File: src/rtl/rv_ctrl_fsm_pkg.sv
// Shared encodings for the multi-cycle RV32 control unit: FSM states, opcode/funct
// fields, ALU operation codes and datapath mux selects.
package rv_ctrl_pkg;

    typedef enum logic [3:0] {
        S_FETCH, S_DECODE, S_EXEC_R, S_EXEC_I, S_ALU_WB, S_MEM_ADR,
        S_MEM_RD, S_MEM_WB, S_MEM_WR, S_BRANCH, S_JAL, S_TRAP
    } state_e;

    localparam logic [6:0] OP_R      = 7'b0110011;
    localparam logic [6:0] OP_IMM    = 7'b0010011;
    localparam logic [6:0] OP_LOAD   = 7'b0000011;
    localparam logic [6:0] OP_STORE  = 7'b0100011;
    localparam logic [6:0] OP_BRANCH = 7'b1100011;
    localparam logic [6:0] OP_JAL    = 7'b1101111;

    localparam logic [2:0] F3_ADD  = 3'b000;
    localparam logic [2:0] F3_SLL  = 3'b001;
    localparam logic [2:0] F3_WORD = 3'b010;
    localparam logic [2:0] F3_AND  = 3'b111;
    localparam logic [2:0] F3_BEQ  = 3'b000;
    localparam logic [2:0] F3_BNE  = 3'b001;
    localparam logic [6:0] F7_ZERO = 7'b0000000;
    localparam logic [6:0] F7_SUB  = 7'b0100000;

    localparam logic [2:0] ALU_ADD = 3'd0;
    localparam logic [2:0] ALU_SUB = 3'd1;
    localparam logic [2:0] ALU_AND = 3'd2;
    localparam logic [2:0] ALU_SLL = 3'd3;
    localparam logic [2:0] ALU_CMP = 3'd4;

    localparam logic [1:0] SRCA_PC    = 2'd0;
    localparam logic [1:0] SRCA_OLDPC = 2'd1;
    localparam logic [1:0] SRCA_RS1   = 2'd2;
    localparam logic [1:0] SRCB_RS2   = 2'd0;
    localparam logic [1:0] SRCB_FOUR  = 2'd1;
    localparam logic [1:0] SRCB_IMM   = 2'd2;
    localparam logic [1:0] IMM_I      = 2'd0;
    localparam logic [1:0] IMM_S      = 2'd1;
    localparam logic [1:0] IMM_B      = 2'd2;
    localparam logic [1:0] IMM_J      = 2'd3;
    localparam logic [1:0] RES_ALUOUT = 2'd0;
    localparam logic [1:0] RES_MEM    = 2'd1;
    localparam logic [1:0] RES_ALU    = 2'd2;

endpackage

File: src/rtl/rv_ctrl_fsm_if.sv
// Control-unit <-> datapath/memory bundle. master = control unit, slave = datapath side.
interface rv_ctrl_fsm_if #(
    parameter int ALUC_W = 3
);
    // mem_req is raised by the master and held, with adr_src/mem_we stable, until a
    // cycle where mem_ready is also high; that cycle completes the transfer.
    logic [31:0]       instr;
    logic              mem_ready;
    logic              alu_zero;
    logic              mem_req;
    logic              mem_we;
    logic              adr_src;
    logic              ir_we;
    logic              pc_we;
    logic              reg_we;
    logic [ALUC_W-1:0] alu_control;
    logic [1:0]        alu_src_a;
    logic [1:0]        alu_src_b;
    logic [1:0]        imm_sel;
    logic [1:0]        result_src;
    logic              illegal;
    logic              bus_err;

    modport master (
        input  instr, mem_ready, alu_zero,
        output mem_req, mem_we, adr_src, ir_we, pc_we, reg_we, alu_control,
               alu_src_a, alu_src_b, imm_sel, result_src, illegal, bus_err
    );

    modport slave (
        output instr, mem_ready, alu_zero,
        input  mem_req, mem_we, adr_src, ir_we, pc_we, reg_we, alu_control,
               alu_src_a, alu_src_b, imm_sel, result_src, illegal, bus_err
    );
endinterface

File: src/rtl/rv_ctrl_fsm_decode.sv
// Combinational instruction classifier: picks the post-DECODE state, ALU op and
// immediate format, and flags encodings outside the supported subset.
module rv_instr_decode
    import rv_ctrl_pkg::*;
(
    input  logic [6:0] opcode_i,
    input  logic [2:0] funct3_i,
    input  logic [6:0] funct7_i,
    output state_e     exec_state_o,
    output logic [2:0] alu_op_o,
    output logic [1:0] imm_sel_o,
    output logic       legal_o
);
    always_comb begin
        exec_state_o = S_TRAP;
        alu_op_o     = ALU_ADD;
        imm_sel_o    = IMM_I;
        legal_o      = 1'b0;
        case (opcode_i)
            OP_R: begin
                exec_state_o = S_EXEC_R;
                legal_o      = 1'b1;
                if (funct7_i == F7_ZERO && funct3_i == F3_ADD)      alu_op_o = ALU_ADD;
                else if (funct7_i == F7_SUB && funct3_i == F3_ADD)  alu_op_o = ALU_SUB;
                else if (funct7_i == F7_ZERO && funct3_i == F3_AND) alu_op_o = ALU_AND;
                else if (funct7_i == F7_ZERO && funct3_i == F3_SLL) alu_op_o = ALU_SLL;
                else legal_o = 1'b0;
            end
            OP_IMM: begin
                exec_state_o = S_EXEC_I;
                legal_o      = 1'b1;
                if (funct3_i == F3_ADD)                             alu_op_o = ALU_ADD;
                else if (funct3_i == F3_AND)                        alu_op_o = ALU_AND;
                else if (funct3_i == F3_SLL && funct7_i == F7_ZERO) alu_op_o = ALU_SLL;
                else legal_o = 1'b0;
            end
            OP_LOAD: begin
                exec_state_o = S_MEM_ADR;
                legal_o      = (funct3_i == F3_WORD);
            end
            OP_STORE: begin
                exec_state_o = S_MEM_ADR;
                imm_sel_o    = IMM_S;
                legal_o      = (funct3_i == F3_WORD);
            end
            OP_BRANCH: begin
                exec_state_o = S_BRANCH;
                alu_op_o     = ALU_SUB;
                legal_o      = (funct3_i == F3_BEQ) || (funct3_i == F3_BNE);
            end
            OP_JAL: begin
                exec_state_o = S_JAL;
                legal_o      = 1'b1;
            end
            default: legal_o = 1'b0;
        endcase
        if (!legal_o) exec_state_o = S_TRAP;
    end
endmodule

File: src/rtl/rv_ctrl_fsm.sv
// Multi-cycle RV32 control FSM: sequences fetch/decode/execute/memory/writeback and
// traps on illegal encodings or memory requests that never complete.
module rv_ctrl_fsm
    import rv_ctrl_pkg::*;
#(
    parameter int WAIT_LIMIT = 255,
    parameter int ALUC_W     = 3
) (
    input  logic          clk,
    input  logic          rst,
    rv_ctrl_fsm_if.master bus,
    output state_e        state_o
);
    state_e     state_q, state_d, dec_state;
    logic [7:0] wait_q, wait_d;
    logic       illegal_q, illegal_d, bus_err_q, bus_err_d;
    logic [2:0] dec_alu_op, alu_op;
    logic [1:0] dec_imm_sel, src_a, src_b, imm_sel, res_src;
    logic       dec_legal, mem_wait, timeout;
    logic       mem_req, mem_we, adr_src, ir_we, pc_we, reg_we;
    logic       unused_instr_bits;

    rv_instr_decode u_decode (
        .opcode_i     (bus.instr[6:0]),
        .funct3_i     (bus.instr[14:12]),
        .funct7_i     (bus.instr[31:25]),
        .exec_state_o (dec_state),
        .alu_op_o     (dec_alu_op),
        .imm_sel_o    (dec_imm_sel),
        .legal_o      (dec_legal)
    );

    assign unused_instr_bits = ^{bus.instr[24:15], bus.instr[11:7]};

    // A completing mem_ready always beats the limit in the same cycle.
    assign mem_wait = (state_q == S_FETCH || state_q == S_MEM_RD || state_q == S_MEM_WR)
                      && !bus.mem_ready;
    assign timeout  = mem_wait && (({1'b0, wait_q} + 9'd1) >= 9'(WAIT_LIMIT));

    always_ff @(posedge clk) begin
        if (rst) begin
            state_q   <= S_FETCH;
            wait_q    <= '0;
            illegal_q <= 1'b0;
            bus_err_q <= 1'b0;
        end else begin
            state_q   <= state_d;
            wait_q    <= wait_d;
            illegal_q <= illegal_d;
            bus_err_q <= bus_err_d;
        end
    end

    always_comb begin
        state_d   = state_q;
        wait_d    = '0;
        illegal_d = illegal_q;
        bus_err_d = bus_err_q;
        mem_req   = 1'b0;
        mem_we    = 1'b0;
        adr_src   = 1'b0;
        ir_we     = 1'b0;
        pc_we     = 1'b0;
        reg_we    = 1'b0;
        alu_op    = ALU_ADD;
        src_a     = SRCA_PC;
        src_b     = SRCB_RS2;
        imm_sel   = IMM_I;
        res_src   = RES_ALUOUT;
        if (timeout) begin
            state_d   = S_TRAP;
            bus_err_d = 1'b1;
        end else if (mem_wait) begin
            wait_d = wait_q + 8'd1;
        end
        case (state_q)
            S_FETCH: begin
                mem_req = 1'b1;
                if (bus.mem_ready) begin
                    ir_we   = 1'b1;
                    pc_we   = 1'b1;
                    src_b   = SRCB_FOUR;
                    res_src = RES_ALU;
                    state_d = S_DECODE;
                end
            end
            S_DECODE: begin
                src_a     = SRCA_OLDPC;
                src_b     = SRCB_IMM;
                imm_sel   = (bus.instr[6:0] == OP_JAL) ? IMM_J : IMM_B;
                state_d   = dec_state;
                illegal_d = !dec_legal;
            end
            S_EXEC_R: begin
                src_a   = SRCA_RS1;
                alu_op  = dec_alu_op;
                state_d = S_ALU_WB;
            end
            S_EXEC_I: begin
                src_a   = SRCA_RS1;
                src_b   = SRCB_IMM;
                alu_op  = dec_alu_op;
                state_d = S_ALU_WB;
            end
            S_ALU_WB: begin
                reg_we  = 1'b1;
                state_d = S_FETCH;
            end
            S_MEM_ADR: begin
                src_a   = SRCA_RS1;
                src_b   = SRCB_IMM;
                imm_sel = dec_imm_sel;
                state_d = (bus.instr[6:0] == OP_STORE) ? S_MEM_WR : S_MEM_RD;
            end
            S_MEM_RD: begin
                mem_req = 1'b1;
                adr_src = 1'b1;
                if (bus.mem_ready) state_d = S_MEM_WB;
            end
            S_MEM_WB: begin
                reg_we  = 1'b1;
                res_src = RES_MEM;
                state_d = S_FETCH;
            end
            S_MEM_WR: begin
                mem_req = 1'b1;
                mem_we  = 1'b1;
                adr_src = 1'b1;
                if (bus.mem_ready) state_d = S_FETCH;
            end
            S_BRANCH: begin
                src_a   = SRCA_RS1;
                alu_op  = ALU_SUB;
                pc_we   = bus.alu_zero ^ bus.instr[12];
                state_d = S_FETCH;
            end
            S_JAL: begin
                pc_we   = 1'b1;
                src_a   = SRCA_OLDPC;
                src_b   = SRCB_FOUR;
                state_d = S_ALU_WB;
            end
            S_TRAP:  state_d = S_TRAP;
            default: state_d = S_TRAP;
        endcase
    end

    assign bus.mem_req     = mem_req & ~rst;
    assign bus.mem_we      = mem_we & ~rst;
    assign bus.adr_src     = adr_src & ~rst;
    assign bus.ir_we       = ir_we & ~rst;
    assign bus.pc_we       = pc_we & ~rst;
    assign bus.reg_we      = reg_we & ~rst;
    assign bus.alu_control = rst ? '0 : ALUC_W'(alu_op);
    assign bus.alu_src_a   = rst ? '0 : src_a;
    assign bus.alu_src_b   = rst ? '0 : src_b;
    assign bus.imm_sel     = rst ? '0 : imm_sel;
    assign bus.result_src  = rst ? '0 : res_src;
    assign bus.illegal     = illegal_q & ~rst;
    assign bus.bus_err     = bus_err_q & ~rst;
    assign state_o         = state_q;
endmodule

File: src/flat_wrapper.sv
// flat-port wrapper written by rule: the top's interface ports become plain ports
module rv_ctrl_fsm_flat import rv_ctrl_pkg::*;
#(
    parameter int WAIT_LIMIT = 255,
    parameter int ALUC_W     = 3
)
  (clk, rst, state_o, bus_instr, bus_mem_ready, bus_alu_zero, bus_mem_req, bus_mem_we, bus_adr_src, bus_ir_we, bus_pc_we, bus_reg_we, bus_alu_control, bus_alu_src_a, bus_alu_src_b, bus_imm_sel, bus_result_src, bus_illegal, bus_bus_err);
  rv_ctrl_fsm_if #(.ALUC_W(ALUC_W)) bus_i ();
  input  logic clk;
  input  logic rst;
  output state_e state_o;
  input wire logic [$bits(bus_i.instr)-1:0] bus_instr;
  input wire logic [$bits(bus_i.mem_ready)-1:0] bus_mem_ready;
  input wire logic [$bits(bus_i.alu_zero)-1:0] bus_alu_zero;
  output wire logic [$bits(bus_i.mem_req)-1:0] bus_mem_req;
  output wire logic [$bits(bus_i.mem_we)-1:0] bus_mem_we;
  output wire logic [$bits(bus_i.adr_src)-1:0] bus_adr_src;
  output wire logic [$bits(bus_i.ir_we)-1:0] bus_ir_we;
  output wire logic [$bits(bus_i.pc_we)-1:0] bus_pc_we;
  output wire logic [$bits(bus_i.reg_we)-1:0] bus_reg_we;
  output wire logic [$bits(bus_i.alu_control)-1:0] bus_alu_control;
  output wire logic [$bits(bus_i.alu_src_a)-1:0] bus_alu_src_a;
  output wire logic [$bits(bus_i.alu_src_b)-1:0] bus_alu_src_b;
  output wire logic [$bits(bus_i.imm_sel)-1:0] bus_imm_sel;
  output wire logic [$bits(bus_i.result_src)-1:0] bus_result_src;
  output wire logic [$bits(bus_i.illegal)-1:0] bus_illegal;
  output wire logic [$bits(bus_i.bus_err)-1:0] bus_bus_err;
  assign bus_i.instr = bus_instr;
  assign bus_i.mem_ready = bus_mem_ready;
  assign bus_i.alu_zero = bus_alu_zero;
  assign bus_mem_req = bus_i.mem_req;
  assign bus_mem_we = bus_i.mem_we;
  assign bus_adr_src = bus_i.adr_src;
  assign bus_ir_we = bus_i.ir_we;
  assign bus_pc_we = bus_i.pc_we;
  assign bus_reg_we = bus_i.reg_we;
  assign bus_alu_control = bus_i.alu_control;
  assign bus_alu_src_a = bus_i.alu_src_a;
  assign bus_alu_src_b = bus_i.alu_src_b;
  assign bus_imm_sel = bus_i.imm_sel;
  assign bus_result_src = bus_i.result_src;
  assign bus_illegal = bus_i.illegal;
  assign bus_bus_err = bus_i.bus_err;
  rv_ctrl_fsm #(.WAIT_LIMIT(WAIT_LIMIT), .ALUC_W(ALUC_W)) u_core (.clk(clk), .rst(rst), .bus(bus_i), .state_o(state_o));
endmodule
File: config.mk
export PLATFORM = sky130hd
export DESIGN_NAME = rv_ctrl_fsm_flat
export DESIGN_NICKNAME = d
export VERILOG_FILES = /design/src/rtl/rv_ctrl_fsm_pkg.sv /design/src/rtl/rv_ctrl_fsm_if.sv /design/src/rtl/rv_ctrl_fsm_decode.sv /design/src/rtl/rv_ctrl_fsm.sv /design/src/flat_wrapper.sv
export SDC_FILE = /design/constraint.sdc
export NUM_CORES = 1
export LEC_CHECK = 0
export BUFFER_PORTS_ARGS = -buffer_cell sky130_fd_sc_hd__buf_2
export CAP_MARGIN = 5
export CORE_AREA = 2 2 55 57
export CTS_BUF_LIST = sky130_fd_sc_hd__clkbuf_8
export DETAILED_ROUTE_END_ITERATION = 12
export DIE_AREA = 0 0 57 59
export MAX_ROUTING_LAYER = met4
export PLACE_DENSITY = 0.79
export SLEW_MARGIN = 30
export SYNTH_ARGS = -nofsm -noshare
export SYNTH_HDL_FRONTEND = slang
export SYNTH_SLANG_ARGS = --single-unit
File: constraint.sdc
create_clock -name clk -period 2 [get_ports clk]
set_input_delay 0.4 -clock clk [delete_from_list [all_inputs] [get_ports clk]]
set_output_delay 0.4 -clock clk [all_outputs]
set_load 0.005 [all_outputs]
==> results of run 1 <==
-- through the flow --
step                TNS, ps  util [%]  cell area, µm²
floorplan                 0         -            1260
global placement       -149      57.7            1560
detailed placement     -196      57.7            1560
CTS                   -2.26      60.0            1630
global route              0      61.6            1670
finish                    0      61.6            1670
-- layer usage --
layer | wire [µm] | global-route usage, %
met1 | 1500 | 26.6
met2 | 1510 | 32.3
met3 | 131 | 1.31
met4 | 53 | 6.31
met5 | 0 | -
-- state kept, by name (all words and copies together) (netlist names) --
register and flops:
u_core.state_o 4, u_core.bus_err_q 1, u_core.illegal_q 1, u_core.wait_q 8
-- power by group --
group	internal, W	switching, W	leakage (nW)
Clock	0.000174	0.0000959	0.0288
Sequential	0.000307	0.0000347	0.115
Combinational	0.000201	0.000244	0.587
Total	0.000682	0.000375	0.730
-- path summary, 6_finish.rpt --
kind                          from                  to  depth (start not counted)
setup / recovery      bus_instr[2]  bus_alu_control[0]                          7
setup reg to reg  u_core.wait_q[0]    u_core.wait_q[4]                          7
hold reg to reg   u_core.bus_err_q    u_core.bus_err_q                          2
hold / removal    u_core.bus_err_q    u_core.bus_err_q                          2
-- placed cells by master, fill, tap and decap left out, types with 2 or more instances in the layout --
| cell | n |
|---|---|
| and4b_1 | 3 |
| a21oi_1 | 8 |
| nor2_2 | 5 |
| clkbuf_8 | 4 |
| ha_1 | 2 |
| a22oi_1 | 2 |
| nor4_1 | 2 |
| o21a_1 | 3 |
| nand2_1 | 11 |
| xnor2_1 | 6 |
| o21ai_0 | 4 |
| nand4_1 | 2 |
| dfxtp_2 | 2 |
| inv_1 | 5 |
| nor2_1 | 25 |
| a41oi_1 | 3 |
| a31oi_1 | 4 |
| dfxtp_1 | 12 |
| nand3b_1 | 2 |
| nor2b_1 | 5 |
| nor3_1 | 8 |
| and3_1 | 3 |
| and3b_1 | 2 |
| nand3_1 | 7 |
| and2_1 | 3 |
| xor2_1 | 3 |
| nand4b_1 | 2 |
| buf_2 | 41 |
| and2b_1 | 2 |
| buf_4 | 15 |
-- synthesized netlist by cell type (all sizes together) (2+ instances only) --
master,instances,share of area [%]
nor4,4,2.0
xor2,3,2.1
and4b,3,2.4
nor2b,7,4.1
and2,3,1.5
nand2,12,3.6
a21oi,8,3.2
nand3b,2,1.2
buf,6,3.4
xnor2,6,4.2
nor3,8,3.2
nand3,7,2.8
nor2,31,11
dfxtp,14,22
a22oi,2,1.2
a31oi,4,2.0
inv,5,1.5
o21ai,5,2.0
nand4,2,0.99
nand4b,2,1.4
o21a,3,1.8
a41oi,3,2.1
ha,2,2.0
and3,4,2.1
clkbuf,4,1.2
and2b,2,1.2
and3b,2,1.4
-- cell type report --
type | instances | area (µm²)
clock buffers | 4 | 55.1
fillers | 257 | 1040
inverters | 5 | 18.8
multi-input cells | 143 | 946
flip-flops and latches | 14 | 283
well taps | 31 | 38.8
repair buffers | 57 | 329
-- critical path: cells and delay by family --
family          cells  cell delay (ps)
compound gates      2              330
simple gates        3              550
buf+inv             2              230
-- cells by family (layout without fill, tap and decap cells) --
group / after synthesis / after routing / share of synthesized area (%)
compound gates: 36 / 36 / 20.3
xor+xnor: 9 / 9 / 6.26
fa+ha+maj: 2 / 2 / 1.99
buf+inv: 15 / 66 / 6.06
flops: 14 / 14 / 22.3
mux: 1 / 1 / 0.795
other cells: 1 / 1 / 0.298
simple gates: 94 / 94 / 42.0
-- repair_timing --
| item | 4_1_cts | 5_1_grt |
|---|---|---|
| hold buffers | 0 | 0 |
| gates resized for setup | 3 | 9 |
| pin swaps | 0 | 4 |
| setup endpoints to repair | 3 | 4 |
==> flow_summary.yaml, run 1 <==
cts:
  path_clk_slew_ps: 60
  clkLatencyLatePin_ps: 240
  cts_root_buffer: "clkbuf_8"
  cts_setup_buffers: 0
  cts.sinks: 14
  cts_buffers: 3
  cts_tree: "yes"
  htreeDepth: 1
  clk_path_buf_depth: 2
logic_synthesis:
  synth_flop_cell: "dfxtp_1"
  async_flop_share_pct: 0
  synthesis.area_um2: 1260
  synth_edf_count: 0
  ys_warn_count: 0
  syn_nets: 210
  yosysSeqAreaShare_pct: 22.3
  synth-seq-cells: 14
  syn_area_per_cell_um2: 7.32
  yosysUniqueCellTypes: 52
  syn_inst: 172
placement:
  pre_cts_slack_ps: -140
  gp_routability_congestion: 0.856
  hpwl_um: 2330
  port_buffers: 42
  numPlacedInstances: 250
pwr:
  powerDensity_nw_per_um2: 633
  ir_worst_vdd_uv: 409
  total_power_w: 0.00106
  leakagePower_nw: 0.730
sta:
  finalCriticalPeriod_ps: 1920
  finalSetupViolCount: 0
  skew_ps: 3.67
  fin_crit_sh_pct: 95.9
  fmax_ghz: 0.521
  hold_violations: 0
  worstMarginPinSlew_ps: 510
  setup_slack_ps: 81.3
  fin_hold_ws_ps: 455
  slew_headroom_pct: 65.7
  drv_slew: 0
  rsz0062_at_grt: "no"
critical_path:
  path_cells: "buf_2 > and4bb_2 > nand3_1 > o31ai_4 > a22oi_1 > nor3_1 > buf_2"
  end_kind: "output port"
  setup.worst_path.class: "in -> out"
  r2r_slack_ps: 140
  crit_slowest_cell: "and4bb_2"
  startpoint_type: "input port"
  cp_max_fo: 3
  cp_common_cell: "buf_2"
  critPathRequiredTime_ps: 1600
  slowest_delay_ps: 310
  cp.arrival_ps: 1520
floorplanning:
  die-area_um2: 3360
  dieWidth_um: 57
  core-area_um2: 2710
  dieHeight_um: 59
  rows: 19
  io_pins: 59
  start_util_pct: 46.4
route:
  drc: 0
  drt_iter0_drc: 52
  wire_per_inst_um: 12.6
  routed_wl_um: 3190
  ant_nets: 0
  firstDrtPassIters: 4
  viasPerCell: 5.54
  num_vias: 1406
finish:
  stdcell_count: 254
  num_antenna_cells: 0
  syn_to_final_growth_pct: 32.7
  drive_gt1_share_pct: 36.3
  nets: 262
grt:
  antenna_found_initial: 0
  grtUsageTotal_pct: 19.9
  grt_pass1_vias: 1255
  grt_overflow: 0
  grt_pass1_wl_um: 5290
  grt_max_degree: 24
run_status:
  status: "completed"
run:
  drv_cap: 0
hold_path:
  holdCritPathClass: "reg -> reg"
No activity file was read; power rests on OpenSTA's default activity.
==> run 2, diff against run 1 <==
--- a/config.mk
+++ b/config.mk
@@ -5,6 +5,7 @@
 export SDC_FILE = /design/constraint.sdc
 export NUM_CORES = 1
 export LEC_CHECK = 0
+export ABC_AREA = 1
 export BUFFER_PORTS_ARGS = -buffer_cell sky130_fd_sc_hd__buf_2
 export CAP_MARGIN = 5
 export CORE_AREA = 2 2 55 57
@@ -12,7 +13,7 @@
 export DETAILED_ROUTE_END_ITERATION = 12
 export DIE_AREA = 0 0 57 59
 export MAX_ROUTING_LAYER = met4
-export PLACE_DENSITY = 0.79
+export PLACE_DENSITY = 0.78
 export SLEW_MARGIN = 30
 export SYNTH_ARGS = -nofsm -noshare
 export SYNTH_HDL_FRONTEND = slang
==> run 2 against run 1 <==
Critical path depth is the same; synthesized area shrank 0.40%; setup slack worse by 4.0 ps; count of clock-buffer cells in the layout did not move; sequential cell count is the same; die area is the same; global-route usage shrank 0.47 points; fmax shrank 0.21%; sequential power rose by 21%; cell count is 19% higher; critical path type is now reg -> out; largest cell class unchanged; largest power group unchanged; highest routed layer unchanged.
==> flow_summary.yaml, run 2 <==
run_status:
  status: "completed"
critical_path:
  r2r_slack_ps: 170
  endpoint: "bus_imm_sel[0]"
  end_kind: "output port"
  startpoint_type: "register"
  setup.worst_path.class: "reg -> out"
  setup.worst_path.start: "u_core.state_o[3]"
  reg2regPathDepth: 14
  r2r-start: "u_core.wait_q[0]"
  reg2reg_to: "u_core.state_o[2]"
  cp.arrival_ps: 1520
  critPathRequiredTime_ps: 1600
  cp_max_fo: 5
logic_synthesis:
  ys_warn_count: 0
  yosysUniqueCellTypes: 30
  synth_most_common_cell: "nand2_1"
  synth_top_area_cell: "dfxtp_1"
  syn_nets: 259
  syn_inst: 221
  yosysSeqAreaShare_pct: 22.4
  netlist.area_leader.share_pct: 22.4
  synth-seq-cells: 14
  synthesis.area_um2: 1250
  syn_area_per_cell_um2: 5.67
  async_flop_share_pct: 0
  ys_top_cells_by_area: "dfxtp_1 (22%), nand2_1 (15%), nor2_1 (13%)"
  synth_commonest_cells: "nand2_1 (51), nor2_1 (43), inv_1 (37), a21oi_1 (15), dfxtp_1 (14)"
  synth_edf_count: 0
  synth_flop_cell: "dfxtp_1"
grt:
  grt_max_degree: 18
  grt_overflow: 0
  grt_pass1_wl_um: 5170
  grtUsageTotal_pct: 19.4
  antenna_found_initial: 0
  grt_pass1_vias: 1262
sta:
  fin_crit_sh_pct: 96.1
  finalSetupViolCount: 0
  hold_violations: 0
  skew_ps: 3.27
  drv_slew: 0
  finalCriticalPeriod_ps: 1920
  setup_slack_ps: 77.3
  fmax_ghz: 0.520
cts:
  clk_path_buf_depth: 2
  path_clk_slew_ps: 60
  cts_buffers: 3
  cts.sinks: 14
  htreeDepth: 1
  cts_root_buffer: "clkbuf_8"
  clkLatencyLatePin_ps: 250
  cts_tree: "yes"
  cts_hold_buf: 0
route:
  viasPerCell: 4.97
  ant_nets: 0
  routed_wl_um: 3190
  wire_per_inst_um: 10.6
  firstDrtPassIters: 4
  num_vias: 1497
  drc: 0
  drt_iter0_drc: 60
pwr:
  leakagePower_nw: 0.869
  combPwrFrac_pct: 51.4
  switchingPower_w: 0.000610
  ir_worst_vdd_uv: 527
  p_int_w: 0.000811
  switching_share_pct: 42.9
  powerDensity_nw_per_um2: 873
  clockPowerShare_pct: 19.4
  pwr-share-seq_pct: 29.2
finish:
  multi_input_area_um2: 846
  drive_gt1_share_pct: 30.4
  nets: 309
  syn_to_final_growth_pct: 29.8
  seqCellArea_um2: 287
  layout_common_cells: "nand2_1 (51), buf_2 (42), nor2_1 (38), inv_1 (37), a21oi_1 (13)"
  num_antenna_cells: 0
  largest_reg_flops: 8
  nFillCells: 290
  regMostFlops: "u_core.wait_q"
  layout_commonest_cell: "nand2_1"
  stdcell_count: 301
floorplanning:
  io_pins: 59
  die-area_um2: 3360
  core-area_um2: 2710
  rows: 19
  dieHeight_um: 59
  start_util_pct: 46.3
  dieWidth_um: 57
placement:
  port_buffers: 42
  pre_cts_slack_ps: 72.9
  gp_routability_congestion: 0.894
  numPlacedInstances: 293
  hpwl_um: 2490
hold_path:
  holdCritPathClass: "reg -> reg"
run:
  drv_cap: 0
run 2: routing by layer:
layer | GRT usage [%] | part of all wire (%)
met3 | 2.62 | 5.5
met5 | - | 0
met2 | 30.0 | 47
met1 | 27.3 | 47
met4 | 3.99 | 0.66
run 2: logic make-up after synthesis:
group / Yosys count / synth area share, %
and+or+nand+nor: 132 / 48.5
buffers and inverters: 42 / 12.9
DFF: 14 / 22.4
xor gates and xnor gates: 1 / 0.699
adders and majority gates: 2 / 2.00
AOI/OAI and AO/OA: 29 / 13.3
other: 1 / 0.299
run 2: power groups by stage:
stage                     clock network, W  logic [W]  registers, W
after global routing              0.000291   0.000816      0.000425
after detailed placement                 0   0.000635      0.000405
after global placement                   0   0.000625      0.000405
after CTS                         0.000281   0.000637      0.000399
after floorplan                          0   0.000422      0.000398
final                             0.000275   0.000731      0.000415
run 2: per-stage QoR:
| step | area [µm²] | setup TNS (ps) | utilization, % | total power, W | hold slack (ps) |
|---|---|---|---|---|---|
| finish | 1630 | 0 | 60.1 | 0.00142 | 470 |
| global route | 1630 | -20.9 | 60.1 | 0.00153 | 507 |
| CTS | 1560 | 0 | 57.5 | 0.00132 | 480 |
| detailed placement | 1500 | 0 | 55.4 | 0.00104 | 472 |
| global placement | 1500 | 0 | 55.4 | 0.00103 | 445 |
| floorplan | 1250 | 0 | - | 0.000820 | 436 |
run 2: worst min path at each step:
stage	from	endpoint	depth (start not counted)
detailed placement	u_core.bus_err_q	u_core.bus_err_q	2
global placement	u_core.bus_err_q	u_core.bus_err_q	2
global route	u_core.bus_err_q	u_core.bus_err_q	2
floorplan	u_core.bus_err_q	u_core.bus_err_q	2
finish	u_core.bus_err_q	u_core.bus_err_q	2
CTS	u_core.bus_err_q	u_core.bus_err_q	2
run 2: cell type report:
type / count / share of cell area [%]
flip-flops and latches: 14 / 17.6
inverters: 39 / 8.99
multi-input cells: 165 / 52.0
clock buffers: 4 / 3.38
repair buffers: 48 / 15.7
well taps: 31 / 2.38
run 2: timing repair:
item / 4_1_cts / 5_1_grt
buffers inserted: 0 / 4
setup endpoints to repair: 0 / 6
gates resized for setup: 0 / 15
run 2: critical path, stage by stage, from the launching register on:
cell and delay (ps):
dfxtp_4 360, nor2_4 120, nand2_2 80, nor2_4 140, inv_2 70, or2_4 250, a21oi_2 120, buf_2 130
==> run 3, diff against run 2 <==
--- a/config.mk
+++ b/config.mk
@@ -8,12 +8,12 @@
 export ABC_AREA = 1
 export BUFFER_PORTS_ARGS = -buffer_cell sky130_fd_sc_hd__buf_2
 export CAP_MARGIN = 5
-export CORE_AREA = 2 2 55 57
-export CTS_BUF_LIST = sky130_fd_sc_hd__clkbuf_8
+export CORE_AREA = 2 2 56 58
+export CTS_BUF_LIST = sky130_fd_sc_hd__clkbuf_16
 export DETAILED_ROUTE_END_ITERATION = 12
-export DIE_AREA = 0 0 57 59
+export DIE_AREA = 0 0 58 60
 export MAX_ROUTING_LAYER = met4
-export PLACE_DENSITY = 0.78
+export PLACE_DENSITY = 0.76
 export SLEW_MARGIN = 30
 export SYNTH_ARGS = -nofsm -noshare
 export SYNTH_HDL_FRONTEND = slang
==> run 3 against run 2 <==
Sequential cell count is the same; final area grew 0.77%; core utilization shrank 3.6 points; non-clock buffer count shrank 2; highest routed layer unchanged; global-route usage shrank 0.56 points.
==> flow_summary.yaml, run 3 (synthesis results as in run 2) <==
cts:
  cts_buffers: 3
  clk_path_buf_depth: 2
  cts_root_buffer: "clkbuf_16"
  path_clk_slew_ps: 50
  cts_tree: "yes"
  clkLatencyLatePin_ps: 240
  htreeDepth: 1
  cts_hold_buf: 0
  cts.sinks: 14
route:
  ant_nets: 0
  viasPerCell: 4.91
  firstDrtPassIters: 4
  drt_iter0_drc: 34
  wire_per_inst_um: 10.4
  drc: 0
  routed_wl_um: 3140
  num_vias: 1477
grt:
  grt_pass1_vias: 1279
  antenna_found_initial: 0
  grtUsageTotal_pct: 18.8
  grt_overflow: 0
  grt_max_degree: 14
  grt_pass1_wl_um: 5040
critical_path:
  path_cells: "nor2_4 > nand2_2 > nor2_4 > inv_2 > or2_1 > a21oi_1 > buf_2"
  cp_common_cell: "nor2_4"
  cp_max_fo: 7
  end_kind: "output port"
  critPathRequiredTime_ps: 1600
  cp.arrival_ps: 1540
  slowest_delay_ps: 370
  startpoint_type: "register"
  setup.worst_path.class: "reg -> out"
  crit_slowest_cell: "dfxtp_4"
finish:
  syn_to_final_growth_pct: 30.8
  layout_commonest_cell: "nand2_1"
  regMostFlops: "u_core.wait_q"
  stdcell_count: 301
  layout_common_cells: "nand2_1 (50), buf_2 (42), nor2_1 (38), inv_1 (37), a21oi_1 (15)"
  seqCellArea_um2: 287
  multi_input_area_um2: 847
  nFillCells: 288
  num_antenna_cells: 0
  largest_reg_flops: 8
  nets: 307
  drive_gt1_share_pct: 28.7
placement:
  gp_routability_congestion: 0.881
  port_buffers: 42
  numPlacedInstances: 296
  hpwl_um: 2470
sta:
  drv_slew: 0
  rsz0062_at_grt: "yes"
  finalSetupViolCount: 0
  finalCriticalPeriod_ps: 1940
  fin_crit_sh_pct: 97.2
  hold_violations: 0
  skew_ps: 2.78
  fmax_ghz: 0.514
pwr:
  ir_worst_vdd_uv: 521
  clockPowerShare_pct: 26.1
  p_int_w: 0.000861
  pwr-share-seq_pct: 29.0
  powerDensity_nw_per_um2: 889
  combPwrFrac_pct: 45.0
  total_power_w: 0.00146
  leakagePower_nw: 0.872
  switching_share_pct: 41.0
  switchingPower_w: 0.000597
floorplanning:
  core-area_um2: 2900
  start_util_pct: 43.2
  rows: 20
  dieWidth_um: 58
  io_pins: 59
  dieHeight_um: 60
  die-area_um2: 3480
hold_path:
  holdCritPathClass: "reg -> reg"
run_status:
  status: "completed"
run:
  drv_cap: 0
## run 3: changes by cell type in the layout (fill, tap and decap cells not counted)
cell / previous run / this run
clkbuf_8: 4 / 0
clkbuf_16: 0 / 3
a21oi_1: 13 / 15
a21oi_2: 3 / 1
buf_4: 6 / 4
clkinv_1: 0 / 1
nand2_1: 51 / 50
nand2_2: 7 / 8
nor4_2: 1 / 0
nor4_4: 0 / 1
or2_1: 0 / 1
or2_4: 1 / 0
## run 3: metrics by stage
step                      hold WS [ps]  setup WS, ps  setup TNS [ps]  instance area [µm²]  utilization, %
after floorplan                    436           388               0                 1250               -
after global placement             444          51.1               0                 1510            52.1
after detailed placement           449          62.8               0                 1510            52.1
after CTS                          456          8.46               0                 1600            55.1
after global routing               506         -6.47           -10.1                 1640            56.5
final                              457          56.0               0                 1640            56.5
## run 3: worst max-delay path: cells and delay by family, from the launching register on
family                 cells  cell delay, ps
buffers and inverters      2             200
DFF                        1             370
AOI/OAI and AO/OA          1             140
and+or+nand+nor            4             570
## run 3: path summary, 6_finish.rpt
check        depth (start not counted)                 to               from  slack (ps)
min                                  2   u_core.bus_err_q   u_core.bus_err_q         460
max reg2reg                         14  u_core.state_o[2]   u_core.wait_q[0]         260
min reg2reg                          2   u_core.bus_err_q   u_core.bus_err_q         460
max                                  7     bus_imm_sel[0]  u_core.state_o[3]          60
## run 3: repair_timing
item / 4_1_cts / 5_1_grt
setup buffers: 1 / 0
pin swaps: 1 / 1
resized for setup: 1 / 13
endpoints found under the setup margin: 2 / 5
## run 3: layout make-up
cell class,count,share of cell area [%]
multi-input combinational,165,51.6
sequential,14,17.5
timing repair buffer,46,14.6
inverter,39,8.92
clock buffer,3,4.58
tap,33,2.52
clock inverter,1,0.229
## run 3: power groups by stage
stage                     Combinational (W)  Clock (W)  Sequential, W
after floorplan                    0.000422          0       0.000398
after global placement             0.000610          0       0.000410
after detailed placement           0.000616          0       0.000408
after CTS                          0.000637   0.000386       0.000405
after global routing               0.000736   0.000395       0.000430
final                              0.000656   0.000380       0.000423
## run 3: per-layer routing
metal,GRT usage (%),wire length [µm]
met1,23.6,1420
met2,30.5,1460
met3,2.38,173
met4,8.31,77
met5,-,0
